## src/rtl/rename_map_table.sv

```systemverilog
// rename_map_table
//   R10K-style register rename map for a WIDTH-way dispatch group.
//   Maps each architectural register to a physical tag plus a ready bit.
//   Sources and the old destination mapping (told) are read combinationally,
//   with bypass from older ways of the same group. CDB broadcasts set ready
//   bits in the live table and in every checkpoint. A circular checkpoint
//   buffer allows a mispredicted branch to restore the map in one cycle.
//
// Ports
//   clock, reset                   rising-edge clock, synchronous active-high reset
//   ren_valid/rs1/rs2/rd/new_preg  per-way rename request (rd == 0: no destination)
//   rs1_preg/rs1_rdy, rs2_preg/rs2_rdy, told_preg   per-way combinational results
//   cdb_valid/cdb_preg             completion broadcasts
//   ckpt_req/ckpt_way              snapshot after ways 0..ckpt_way of this group
//   ckpt_id/ckpt_full/ckpt_empty   checkpoint buffer status (ckpt_id = next id)
//   ckpt_release                   free the oldest checkpoint
//   recover_valid/recover_id       restore live checkpoint recover_id
module rename_map_table #(
    parameter  int ARCH_REGS  = 32,
    parameter  int PHYS_REGS  = 64,
    parameter  int WIDTH      = 2,
    parameter  int CDB_WIDTH  = 2,
    parameter  int CKPT_DEPTH = 4,
    localparam int AW  = $clog2(ARCH_REGS),
    localparam int PW  = $clog2(PHYS_REGS),
    localparam int CW  = $clog2(CKPT_DEPTH),
    localparam int WW  = (WIDTH > 1) ? $clog2(WIDTH) : 1,
    localparam int CDW = (CDB_WIDTH > 1) ? $clog2(CDB_WIDTH) : 1
) (
    input  logic                    clock,
    input  logic                    reset,
    input  logic [WIDTH-1:0]        ren_valid,
    input  logic [WIDTH*AW-1:0]     ren_rs1,
    input  logic [WIDTH*AW-1:0]     ren_rs2,
    input  logic [WIDTH*AW-1:0]     ren_rd,
    input  logic [WIDTH*PW-1:0]     ren_new_preg,
    output logic [WIDTH*PW-1:0]     rs1_preg,
    output logic [WIDTH*PW-1:0]     rs2_preg,
    output logic [WIDTH-1:0]        rs1_rdy,
    output logic [WIDTH-1:0]        rs2_rdy,
    output logic [WIDTH*PW-1:0]     told_preg,
    input  logic [CDB_WIDTH-1:0]    cdb_valid,
    input  logic [CDB_WIDTH*PW-1:0] cdb_preg,
    input  logic                    ckpt_req,
    input  logic [WW-1:0]           ckpt_way,
    output logic [CW-1:0]           ckpt_id,
    output logic                    ckpt_full,
    output logic                    ckpt_empty,
    input  logic                    ckpt_release,
    input  logic                    recover_valid,
    input  logic [CW-1:0]           recover_id
);

    logic [PW-1:0]        map_q       [ARCH_REGS];
    logic [ARCH_REGS-1:0] rdy_q;
    logic [PW-1:0]        ckpt_map_q  [CKPT_DEPTH][ARCH_REGS];
    logic [ARCH_REGS-1:0] ckpt_rdy_q  [CKPT_DEPTH];
    logic [ARCH_REGS-1:0] ckpt_rdy_nxt[CKPT_DEPTH];
    logic [CW-1:0]        head_q, tail_q;
    logic [CW:0]          count_q;

    logic [PW-1:0]        nxt_map [ARCH_REGS];
    logic [ARCH_REGS-1:0] nxt_rdy;
    logic [PW-1:0]        snap_map[ARCH_REGS];
    logic [ARCH_REGS-1:0] snap_rdy;

    logic push, pop, recover_live;

    assign ckpt_id    = tail_q;
    assign ckpt_full  = (count_q == (CW+1)'(CKPT_DEPTH));
    assign ckpt_empty = (count_q == '0);
    assign push       = ckpt_req && !ckpt_full && !recover_valid;
    assign pop        = ckpt_release && !ckpt_empty;

    function automatic logic cdb_hit(input logic [PW-1:0] tag);
        logic hit;
        hit = 1'b0;
        for (int unsigned c = 0; c < CDB_WIDTH; c++)
            if (cdb_valid[CDW'(c)] && cdb_preg[c*PW +: PW] == tag)
                hit = 1'b1;
        return hit;
    endfunction

    // {tag, ready} seen by way `way` for arch reg `areg`; the youngest older
    // way renaming the same register overrides the table.
    function automatic logic [PW:0] lookup(input int unsigned way, input logic [AW-1:0] areg);
        logic [PW-1:0] tag;
        logic          rdy;
        tag = map_q[areg];
        rdy = rdy_q[areg] | cdb_hit(map_q[areg]);
        for (int unsigned i = 0; i < WIDTH; i++)
            if (i < way && ren_valid[WW'(i)] && ren_rd[i*AW +: AW] != '0
                && ren_rd[i*AW +: AW] == areg) begin
                tag = ren_new_preg[i*PW +: PW];
                rdy = 1'b0;
            end
        if (areg == '0) begin
            tag = '0;
            rdy = 1'b1;
        end
        return {tag, rdy};
    endfunction

    always_comb begin
        rs1_preg  = '0;
        rs2_preg  = '0;
        rs1_rdy   = '0;
        rs2_rdy   = '0;
        told_preg = '0;
        for (int unsigned j = 0; j < WIDTH; j++) begin
            {rs1_preg[j*PW +: PW], rs1_rdy[WW'(j)]} = lookup(j, ren_rs1[j*AW +: AW]);
            {rs2_preg[j*PW +: PW], rs2_rdy[WW'(j)]} = lookup(j, ren_rs2[j*AW +: AW]);
            told_preg[j*PW +: PW] = lookup(j, ren_rd[j*AW +: AW]) >> 1;
        end
    end

    // CDB is applied to the current table before the group's renames, so a
    // freshly renamed entry always starts not-ready. The snapshot is taken
    // right after the branch way.
    always_comb begin
        for (int unsigned a = 0; a < ARCH_REGS; a++) begin
            nxt_map[AW'(a)] = map_q[AW'(a)];
            nxt_rdy[AW'(a)] = rdy_q[AW'(a)] | cdb_hit(map_q[AW'(a)]);
        end
        snap_map = nxt_map;
        snap_rdy = nxt_rdy;
        for (int unsigned i = 0; i < WIDTH; i++) begin
            if (ren_valid[WW'(i)] && ren_rd[i*AW +: AW] != '0) begin
                nxt_map[ren_rd[i*AW +: AW]] = ren_new_preg[i*PW +: PW];
                nxt_rdy[ren_rd[i*AW +: AW]] = 1'b0;
            end
            if (WW'(i) == ckpt_way) begin
                snap_map = nxt_map;
                snap_rdy = nxt_rdy;
            end
        end
    end

    always_comb begin
        for (int unsigned k = 0; k < CKPT_DEPTH; k++)
            for (int unsigned a = 0; a < ARCH_REGS; a++)
                ckpt_rdy_nxt[CW'(k)][AW'(a)] = ckpt_rdy_q[CW'(k)][AW'(a)]
                                              | cdb_hit(ckpt_map_q[CW'(k)][AW'(a)]);
    end

    // Live table and buffer pointers
    always_ff @(posedge clock) begin
        if (reset) begin
            for (int unsigned a = 0; a < ARCH_REGS; a++)
                map_q[AW'(a)] <= PW'(a);
            rdy_q   <= '1;
            head_q  <= '0;
            tail_q  <= '0;
            count_q <= '0;
        end else if (recover_valid) begin
            map_q   <= ckpt_map_q[recover_id];
            rdy_q   <= ckpt_rdy_nxt[recover_id];
            tail_q  <= recover_id + 1'b1;
            // Restored checkpoint stays live, so count is never zero before
            // the same-cycle release is taken off.
            head_q  <= head_q + CW'(ckpt_release);
            count_q <= {1'b0, CW'(recover_id - head_q)} + (CW+1)'(1)
                       - (CW+1)'(ckpt_release);
        end else begin
            map_q   <= nxt_map;
            rdy_q   <= nxt_rdy;
            tail_q  <= tail_q + CW'(push);
            head_q  <= head_q + CW'(pop);
            count_q <= count_q + (CW+1)'(push) - (CW+1)'(pop);
        end
    end

    // Checkpoint storage; contents are meaningless once dead, so no reset.
    always_ff @(posedge clock) begin
        for (int unsigned k = 0; k < CKPT_DEPTH; k++) begin
            if (push && tail_q == CW'(k)) begin
                ckpt_map_q[CW'(k)] <= snap_map;
                ckpt_rdy_q[CW'(k)] <= snap_rdy;
            end else begin
                ckpt_rdy_q[CW'(k)] <= ckpt_rdy_nxt[CW'(k)];
            end
        end
    end

    assign recover_live = ({1'b0, CW'(recover_id - head_q)} < count_q);

    recover_id_live: assert property (@(posedge clock) disable iff (reset)
        recover_valid |-> recover_live);

endmodule
```

## config.mk

```make
export PLATFORM = sky130hd
export DESIGN_NAME = rename_map_table
export DESIGN_NICKNAME = d
export VERILOG_FILES = /design/src/rtl/rename_map_table.sv
export SDC_FILE = /design/constraint.sdc
export NUM_CORES = 2
export LEC_CHECK = 0
export CORE_UTILIZATION = 55
export DETAILED_ROUTE_END_ITERATION = 8
export GPL_TIMING_DRIVEN = 0
export MAX_ROUTING_LAYER = met4
export PLACE_DENSITY = 0.76
export REMOVE_ABC_BUFFERS = 1
export SYNTH_ARGS = -nofsm -noshare
export SYNTH_HDL_FRONTEND = slang
export SYNTH_SLANG_ARGS = --single-unit
```

## constraint.sdc

```tcl
create_clock -name clock -period 8.45 [get_ports clock]
set_input_delay 2.535 -clock clock [delete_from_list [all_inputs] [get_ports clock]]
set_output_delay 2.535 -clock clock [all_outputs]
set_load 0.05 [all_outputs]
```

==> flow_summary.toml <==
[power_and_ir_drop]
p_leak_nw = 29.5
finalPower_mw = 16.3
p_per_area_mw_per_mm2 = 185
ir_worst_vdd_uv = 168

[finish]
nNetsFinal = 7220
area_delta_synth_final_pct = 7.67
fin_area_sq_mm = 0.0879
drive_gt1_share_pct = 12.7
final_cell_mix = "xor2_1, xnor2_1, edfxtp_1"
fillers = 11500
final-instance-count-excl-fill = 9197
seq_area_sq_mm = 0.0302
multiInputGateArea_sq_mm = 0.0479
final_common_cell = "xor2_1"

[clocking]
clock_path_buffers = 3
cts_hold_buf = 0
cts-root-buf = "clkbuf_16"
h-tree-depth = 3
cts_made_buffers = 117
clock_latency_ns = 0.81
path_clk_slew_ns = 0.07
tritoncts = "done"
clock_sinks = 1127

[status]
status = "complete, but fails checks"
violations = "capacitance limit, slew limit, setup timing"

[hold_path]
min_path_type = "register to register"

[floorplanning]
start_util_pct = 55.7
num_rows = 140
core_sq_mm = 0.146
fp.dieH_microns = 387
die_width_microns = 387
die_area_sq_mm = 0.150
io_pins = 110

[placement]
place_hpwl_microns = 201000
place_inst = 8930
pre_cts_slack_ns = -1.85
placed_cell_area_sq_mm = 0.0836
port-buffer-count = 109
gp_congestion = 1.04

[sta]
hold_viol = 0
maxSlewViolCount = 21
slew-limit-headroom_pct = -3.21
period_needed_ns = 8.58
max_freq_mhz = 117
fin_worst_skew_ns = 0.0208
setup_viol = 9
setup_slack_ns = -0.131
finalCritPeriodShare_pct = 102
worst_slew_pin_slew_ns = 1.55

[logic_synthesis]
ys_warn_count = 0
synthFlopType = "edfxtp_1"
async_flop_share_pct = 0
syn_inst = 7694
synth_edf_count = 768
syn-cell-area_sq_mm = 0.0816
syn-mean-instance-area_sq_um = 10.6
ys_seq_elements = 1127
yosysSeqAreaShare_pct = 37.1
synthDistinctLibCells = 70

[critical_path]
crit_path_start_kind = "input port"
crit_buf_inv = 2
crit_slowest_cell = "nor2_1"
required_ns = 5.92
arrival_ns = 6.05
path_delay_family = "buffers and inverters"
crit_fanout = 22
cpPeakStageDelay_ns = 0.92
critPathKind = "input port to output port"
crit_path_cell_trace = "buf_2 -> nand2_1 -> nor2_1 -> a22oi_1 -> o311ai_0 -> o21a_1 -> clkdlybuf4s50_1"
cp-end-kind = "output port"

[routing]
post_drt_via_cell_ratio = 7.29
vias = 67100
wl_met1_microns = 109000
wl_per_cell_microns = 33.8
wirelength_microns = 311000
drtIter0Drc = 10400
firstDrtPassIters = 6
route.met2.wl_microns = 133000
ant_nets = 0
met3_length_microns = 50400
highest_layer = "met4"
drc = 0

[global_route]
grt_antenna_before_repair = 27
grt_pass1_vias = 66000
gr-usage-all-layers_pct = 41.8
grt_first_pass_wirelength_microns = 450000
grt_max_degree = 144
gr-total-overflow = 0

[flow_run]
maxCapViolations = 2
-- worst reg2reg max path, delay by kind of cell, from the launching register on --
family | cells | cell delay [ns]
buffers and inverters | 5 | 1.53
and+or+nand+nor | 3 | 1.23
DFF | 1 | 0.33
-- area by class of cell --
cell class	count	share of cell area, %
diodes	31	0.0883
well taps	1917	2.73
flip-flops and latches	1127	34.4
clock buffers	158	3.72
repair buffers	204	3.71
multi-input cells	5675	54.5
clock inverters	64	0.723
inverters	21	0.137
-- timing repair --
action / in CTS / in global routing
endpoints found under the setup margin: 40 / 26
hold endpoints to repair: 0 / 0
resized for setup: 101 / 30
pin swaps: 2 / 5
buffers inserted: 8 / 5
gates cloned: 0 / 1
-- Yosys cell counts, types with 7 or more instances --
master	n	share of area [%]
o211ai_1	8	0.074
o21ai_0	19	0.12
mux2i_1	309	3.8
or2_2	7	0.054
ha_1	7	0.11
mux2_2	14	0.19
mux4_1	8	0.26
nor3_1	141	0.86
inv_1	18	0.083
clkbuf_1	596	2.7
buf_4	8	0.074
a22o_1	13	0.14
o31ai_1	16	0.15
and3_1	11	0.084
xnor2_1	993	11
o32ai_1	11	0.12
nand4_1	343	2.6
a221oi_1	13	0.14
a31oi_1	10	0.077
mux4_2	507	14
buf_1	182	0.84
nand2b_1	7	0.054
a211oi_1	193	1.8
nor3b_1	10	0.092
nor2b_1	45	0.34
nor2_1	682	3.1
dfxtp_1	359	8.8
edfxtp_1	768	28
nand2_1	220	1.0
o221ai_1	24	0.26
and2_1	9	0.069
and3b_1	9	0.097
clkbuf_8	11	0.19
nand3b_1	14	0.13
nor4_1	328	2.5
nand3_1	54	0.33
buf_6	8	0.11
a22oi_1	62	0.57
xor2_1	997	11
buf_2	59	0.36
a21oi_1	535	3.3
-- path summary, 6_finish.rpt --
| path | depth (start not counted) | endpoint | slack [ns] | from |
|---|---|---|---|---|
| worst min-delay path | 2 | ckpt_rdy_q[1][7] | 0.52 | ckpt_rdy_q[1][7] |
| worst max-delay path | 7 | told_preg[0] | -0.13 | ren_rd[3] |
| worst max register to register | 8 | ckpt_map_q[1][63] | 4.77 | count_q[2] |
| worst min register to register | 2 | ckpt_rdy_q[1][7] | 0.52 | ckpt_rdy_q[1][7] |
-- layer usage --
| metal | up-vias | global-route usage (%) |
|---|---|---|
| met1 | 32800 | 51.8 |
| met4 | 0 | 23.1 |
| met5 | - | - |
| met3 | 1284 | 14.8 |
| li1 | 27100 | - |
| met2 | 5922 | 59.2 |
-- logic make-up after synthesis --
kind of cell,Yosys count,synth area share [%]
xor+xnor,1990,21.4
simple gates,1899,11.6
flops,1127,37.1
compound gates,939,7.06
buf+inv,892,4.55
mux,839,18.3
fa+ha+maj,8,0.132
-- flip-flops by register name, summed over array words and instances, names as in the netlist --
signal / count
map_q: 192
count_q: 3
ckpt_id: 2
ckpt_map_q: 768
rdy_q: 32
head_q: 2
ckpt_rdy_q: 128
-- stage by stage --
stage	util, %	hold WS, ns	setup TNS [ns]
global route	60.0	0.539	-0.0512
floorplan	-	0.479	-253.90
detailed placement	57.1	0.504	-43.90
global placement	55.6	0.490	-
finish	60.0	0.519	-0.564
CTS	59.9	0.521	0
-- power by group --
part           switching [mW]  total [mW]  internal (mW)
combinational            2.26        3.86           1.60
sequential              0.585        7.04           6.46
clock                    2.36        5.38           3.02
total                    5.21        16.3           11.1
Power figures use the tool's default switching activity.
